$ cat config.mk
export PLATFORM = sky130hd
export DESIGN_NAME = run_detector_flat
export DESIGN_NICKNAME = d
export VERILOG_FILES = /design/src/rtl/run_detector_if.sv /design/src/rtl/run_detector.sv /design/src/flat_wrapper.sv
export SDC_FILE = /design/constraint.sdc
export NUM_CORES = 1
export LEC_CHECK = 0
export CAP_MARGIN = 20
export CELL_PAD_IN_SITES_DETAIL_PLACEMENT = 0
export CELL_PAD_IN_SITES_GLOBAL_PLACEMENT = 1
export CORE_MARGIN = 2
export CORE_UTILIZATION = 25
export DETAILED_ROUTE_END_ITERATION = 8
export PLACE_DENSITY = 0.57
export SYNTH_ARGS = -nofsm -noshare
export SYNTH_HDL_FRONTEND = slang
export SYNTH_SLANG_ARGS = --single-unit
$ cat constraint.sdc
create_clock -name Clock -period 2.55 [get_ports Clock]
set_input_delay 0.255 -clock Clock [delete_from_list [all_inputs] [get_ports Clock]]
set_output_delay 0.255 -clock Clock [all_outputs]
set_load 0.01 [all_outputs]
$ cat src/rtl/run_detector_if.sv
// Sample/control and status bundle for run_detector.
// The bench (or upstream conditioning logic) is the master; the detector is the slave.
interface run_detector_if #(
    parameter int CNT_W = 4,
    parameter int EVT_W = 8
);
    logic             en;
    logic             w;
    logic [1:0]       mode;
    logic             clr_evt;
    logic             z;
    logic             z_val;
    logic [CNT_W-1:0] run_len;
    logic             hit;
    logic [EVT_W-1:0] evt_cnt;

    modport master (
        output en, w, mode, clr_evt,
        input  z, z_val, run_len, hit, evt_cnt
    );

    modport slave (
        input  en, w, mode, clr_evt,
        output z, z_val, run_len, hit, evt_cnt
    );
endinterface

$ cat src/rtl/run_detector.sv
// Run-length detector for a qualified serial bit stream: tracks the current run of equal
// bits, flags runs of at least RUN_LEN of an enabled polarity and counts detections.
module run_detector #(
    parameter int RUN_LEN = 4,
    parameter int CNT_W   = 4,
    parameter int EVT_W   = 8
) (
    input  logic            Clock,
    input  logic            Reset,
    run_detector_if.slave   bus
);

    typedef enum logic [1:0] {
        IDLE = 2'd0,
        RUN0 = 2'd1,
        RUN1 = 2'd2
    } state_t;

    localparam logic [CNT_W-1:0] RUN_LEN_C = CNT_W'(RUN_LEN);
    localparam logic [CNT_W-1:0] RUN_PRE_C = CNT_W'(RUN_LEN - 1);
    localparam logic [CNT_W-1:0] RUN_MAX_C = '1;
    localparam logic [CNT_W-1:0] RUN_ONE_C = CNT_W'(1);
    localparam logic [EVT_W-1:0] EVT_ONE_C = EVT_W'(1);

    state_t           state_q, state_d;
    logic [CNT_W-1:0] run_len_q, run_len_d;
    logic             z_val_q, z_val_d;
    logic             hit_q, hit_d;
    logic [EVT_W-1:0] evt_cnt_q, evt_cnt_d;

    // mode: 00 both, 01 zeros only, 10 ones only, 11 none
    function automatic logic pol_enabled(input logic [1:0] mode, input logic bit_val);
        unique case (mode)
            2'b00:   pol_enabled = 1'b1;
            2'b01:   pol_enabled = ~bit_val;
            2'b10:   pol_enabled = bit_val;
            default: pol_enabled = 1'b0;
        endcase
    endfunction

    always_ff @(posedge Clock or posedge Reset) begin
        if (Reset) begin
            state_q   <= IDLE;
            run_len_q <= '0;
            z_val_q   <= 1'b0;
            hit_q     <= 1'b0;
            evt_cnt_q <= '0;
        end else begin
            state_q   <= state_d;
            run_len_q <= run_len_d;
            z_val_q   <= z_val_d;
            hit_q     <= hit_d;
            evt_cnt_q <= evt_cnt_d;
        end
    end

    always_comb begin
        state_d   = state_q;
        run_len_d = run_len_q;
        z_val_d   = z_val_q;
        hit_d     = 1'b0;
        evt_cnt_d = evt_cnt_q;

        if (bus.en) begin
            unique case (state_q)
                RUN0, RUN1: begin
                    if (bus.w == (state_q == RUN1)) begin
                        if (run_len_q != RUN_MAX_C) begin
                            run_len_d = run_len_q + RUN_ONE_C;
                        end
                        // Only the step into RUN_LEN fires, so saturation never re-triggers.
                        hit_d = (run_len_q == RUN_PRE_C) && pol_enabled(bus.mode, bus.w);
                    end else begin
                        state_d   = bus.w ? RUN1 : RUN0;
                        run_len_d = RUN_ONE_C;
                        z_val_d   = bus.w;
                    end
                end
                default: begin
                    state_d   = bus.w ? RUN1 : RUN0;
                    run_len_d = RUN_ONE_C;
                    z_val_d   = bus.w;
                end
            endcase
        end

        // A clear coincident with a new detection leaves that detection counted.
        if (bus.clr_evt) begin
            evt_cnt_d = hit_d ? EVT_ONE_C : '0;
        end else if (hit_d) begin
            evt_cnt_d = evt_cnt_q + EVT_ONE_C;
        end
    end

    assign bus.z       = (run_len_q >= RUN_LEN_C) && pol_enabled(bus.mode, z_val_q);
    assign bus.z_val   = z_val_q;
    assign bus.run_len = run_len_q;
    assign bus.hit     = hit_q;
    assign bus.evt_cnt = evt_cnt_q;

endmodule

$ cat src/flat_wrapper.sv
// flat-port wrapper written by rule: the top's interface ports become plain ports
module run_detector_flat 
#(
    parameter int RUN_LEN = 4,
    parameter int CNT_W   = 4,
    parameter int EVT_W   = 8
)
  (Clock, Reset, bus_en, bus_w, bus_mode, bus_clr_evt, bus_z, bus_z_val, bus_run_len, bus_hit, bus_evt_cnt);
  run_detector_if #(.CNT_W(CNT_W), .EVT_W(EVT_W)) bus_i ();
  input  logic Clock;
  input  logic Reset;
  input wire logic [$bits(bus_i.en)-1:0] bus_en;
  input wire logic [$bits(bus_i.w)-1:0] bus_w;
  input wire logic [$bits(bus_i.mode)-1:0] bus_mode;
  input wire logic [$bits(bus_i.clr_evt)-1:0] bus_clr_evt;
  output wire logic [$bits(bus_i.z)-1:0] bus_z;
  output wire logic [$bits(bus_i.z_val)-1:0] bus_z_val;
  output wire logic [$bits(bus_i.run_len)-1:0] bus_run_len;
  output wire logic [$bits(bus_i.hit)-1:0] bus_hit;
  output wire logic [$bits(bus_i.evt_cnt)-1:0] bus_evt_cnt;
  assign bus_i.en = bus_en;
  assign bus_i.w = bus_w;
  assign bus_i.mode = bus_mode;
  assign bus_i.clr_evt = bus_clr_evt;
  assign bus_z = bus_i.z;
  assign bus_z_val = bus_i.z_val;
  assign bus_run_len = bus_i.run_len;
  assign bus_hit = bus_i.hit;
  assign bus_evt_cnt = bus_i.evt_cnt;
  run_detector #(.RUN_LEN(RUN_LEN), .CNT_W(CNT_W), .EVT_W(EVT_W)) u_core (.Clock(Clock), .Reset(Reset), .bus(bus_i));
endmodule
==> out/metrics.csv <==
stage,metric,value,unit
critical_path,r2r_cells,4,
placement,pre_cts_ws,0.07346,ns
synthesis,ys_types,25,
synthesis,syn_avg_cell_area,9.639,µm²
cells_and_area,fillCellCount,319,
sta,fin_tns_setup,0,ns
sta,worstMarginPinSlew,0.5960,ns
placement,placed_area,1039,µm²
critical_path,criticalPathCategory,input port to flop,
routing,vias_per_cell,4.820,
clocking,cts_tree,built,
pwr,powerDensity,652.4,nW/µm²
grt,antenna_found_initial,0,
critical_path,cp_data_required_time,2.75,ns
critical_path,regToRegStartpoint,u_core.bus.z_val$_DFFE_PP0P_,
status,outcome,completed,
sta,skew,0.007456,ns
routing,drc_errors,0,
clocking,clockRootBuffer,clkbuf_4,
cells_and_area,fin_util,0.3546,
routing,vias,670,
placement,portBuffers,21,
routing,drt_pre_antenna_iters,2,
synthesis,seq_area_frac_synth,0.4808,
synthesis,syn-cell-area,780.7,µm²
sta,finalWorstSetupSlack,0.3726,ns
pwr,power,694.6,µW
clocking,post_cts_resize_count,0,
routing,ant_nets,0,
routing,wl_per_cell,12.78,µm
grt,grt_pass1_vias,672,
critical_path,r2r_setup_slack,0.42,ns
die,chipHeight,59.89,µm
die,core_area,3003,µm²
grt,gr-total-overflow,0,
hold_path,hp-class,input port to asynchronous set/reset pin,
die,fp.dieW,59.89,µm
synthesis,yosys_warnings,0,
critical_path,crit-reg2reg-capture,u_core.bus.evt_cnt[7]$_DFFE_PP0P_,
critical_path,worst-path-max-fanout,12,
cells_and_area,area_growth,36.38,%
pwr,ir_drop,0.4088,mV
grt,grt_max_degree,16,
placement,dpl.hpwl,1.287,mm
clocking,numCtsBuffers,3,
die,start_util,0.2600,
sta,relSlewSlack,0.6022,
synthesis,syn_nets,91,
cells_and_area,diodes,0,
sta,slew_violations,0,
cells_and_area,drive_gt1_frac,0.07547,
die,row_count,20,
clocking,cts_buffer_depth,2,
clocking,path_clk_slew,0.10,ns
grt,grt_pass1_wl,3.098,mm
critical_path,cp.arrival,2.38,ns
cells_and_area,design_area,1065,µm²
routing,finalWirelength,1.777,mm
sta,setup_viol,0,
sta,period_share,0.8539,
critical_path,crit_path_end_kind,flop,
sta,rsz0062_at_grt,false,
job,cap_violations,0,
clocking,clock_sinks,15,
critical_path,startpoint_type,input port,
clocking,htreeDepth,1,
clocking,postCtsHoldBufs,0,
sta,fmax,0.4593,GHz
die,die_area,3586,µm²
routing,drt_iter0_markers,13,
grt,grt_usage,0.1165,
sta,min_period,2.177,ns
clocking,clkLatencyLatePin,0.28,ns
clocking,cts_setup_buffers,0,
die,design.portCount,22,
pwr,p_leak,0.4349,nW
synthesis,synth_cells,81,
cells_and_area,fin_nets,117,
sta,hold_violations,0,
synthesis,ys_ff_latch,15,
placement,gp_congestion,0.7299,
where the power goes:
group | internal (mW) | switching (mW)
Sequential | 0.273 | 0.0388
Clock | 0.0606 | 0.0787
Combinational | 0.132 | 0.112
Total | 0.465 | 0.230
cell usage in the layout, fill, tap and decap left out, types with 2 or more instances in the layout:
cell / Yosys / final
ha_1: 3 / 3
o31ai_1: 2 / 2
xor2_1: 2 / 2
clkdlybuf4s50_1: 0 / 21
nand2_1: 10 / 10
o21ai_0: 8 / 8
dfrtp_1: 15 / 15
a21oi_1: 9 / 9
or3_1: 4 / 4
buf_4: 0 / 2
or4_1: 2 / 2
xnor2_1: 2 / 2
inv_1: 4 / 4
nand3_1: 6 / 6
clkbuf_4: 0 / 3
and2_1: 2 / 2
flip-flops by register name (all words and copies together), names as in the netlist:
register,count
u_core.bus.hit,1
u_core.bus.z_val,1
u_core.state_q,1
u_core.bus.run_len,4
u_core.bus.evt_cnt,8
final cells by class:
class,instances,area (µm²),area share
Multi-Input combinational cell,60,381.6,0.3584
Sequential cell,15,375.4,0.3525
Timing Repair Buffer,23,225.2,0.2115
Tap cell,33,41.29,0.03878
Clock buffer,4,26.28,0.02468
Inverter,4,15.01,0.01410
cell usage after synthesis (all sizes together):
| cell type | count | area (µm²) |
|---|---|---|
| a21oi | 9 | 45.04 |
| and2 | 2 | 12.51 |
| and3 | 1 | 6.260 |
| buf | 2 | 8.750 |
| dfrtp | 15 | 375.4 |
| ha | 3 | 37.54 |
| inv | 4 | 15.01 |
| mux2 | 2 | 26.27 |
| mux2i | 1 | 10.01 |
| nand2 | 10 | 37.54 |
| nand3 | 6 | 30.03 |
| nand4 | 1 | 6.260 |
| nand4bb | 1 | 11.26 |
| nor2 | 1 | 3.750 |
| nor2b | 1 | 6.260 |
| o21a | 1 | 7.510 |
| o21ai | 8 | 40.04 |
| o31ai | 2 | 15.01 |
| or3 | 4 | 25.02 |
| or4 | 3 | 26.27 |
| xnor2 | 2 | 17.52 |
| xor2 | 2 | 17.52 |
how the worst max path moves through the flow:
stage                                 startpoint                                end  slack [ns]  cells past startpoint
floorplan           u_core.bus.z_val$_DFFE_PP0P_  u_core.bus.evt_cnt[5]$_DFFE_PP0P_        0.54                      4
global placement                           bus_w  u_core.bus.evt_cnt[5]$_DFFE_PP0P_        0.11                      5
detailed placement                         bus_w  u_core.bus.evt_cnt[7]$_DFFE_PP0P_        0.07                      5
CTS                                        bus_w  u_core.bus.evt_cnt[7]$_DFFE_PP0P_        0.37                      5
global route        u_core.bus.z_val$_DFFE_PP0P_  u_core.bus.evt_cnt[5]$_DFFE_PP0P_        0.31                      5
finish                                     bus_w  u_core.bus.evt_cnt[7]$_DFFE_PP0P_        0.37                      5
critical path: stages:
cell and delay, ns:
clkdlybuf4s50_1 0.56, mux2_4 0.32, or4_4 0.58, or4_1 0.52
a21oi_1 0.15
through the flow:
step / cells / hold slack, ns
after floorplan: 81 / 0.1565
after global placement: 135 / 0.4752
after detailed placement: 135 / 0.4709
after CTS: 139 / 0.3542
after global routing: 139 / 0.3909
final: 139 / 0.3268
metal layers:
| metal | routed length [µm] | track usage | up-vias |
|---|---|---|---|
| met1 | 911 | 0.1647 | 323 |
| met4 | 18 | 0.05714 | 0 |
| met5 | 0 | 0 | - |
| met2 | 802 | 0.1708 | 7 |
| met3 | 45 | 0.01948 | 2 |
| li1 | - | - | 338 |
cell families (layout without fill, tap and decap cells):
group | after synthesis | in the layout | synth area share
buffers and inverters | 6 | 31 | 0.03043
adders and majority gates | 3 | 3 | 0.04808
muxes | 3 | 3 | 0.04647
and+or+nand+nor | 30 | 30 | 0.2115
AOI/OAI and AO/OA | 20 | 20 | 0.1378
DFF | 15 | 15 | 0.4808
xor gates and xnor gates | 4 | 4 | 0.04488
Note: power is estimated with default switching activity, not from simulation.
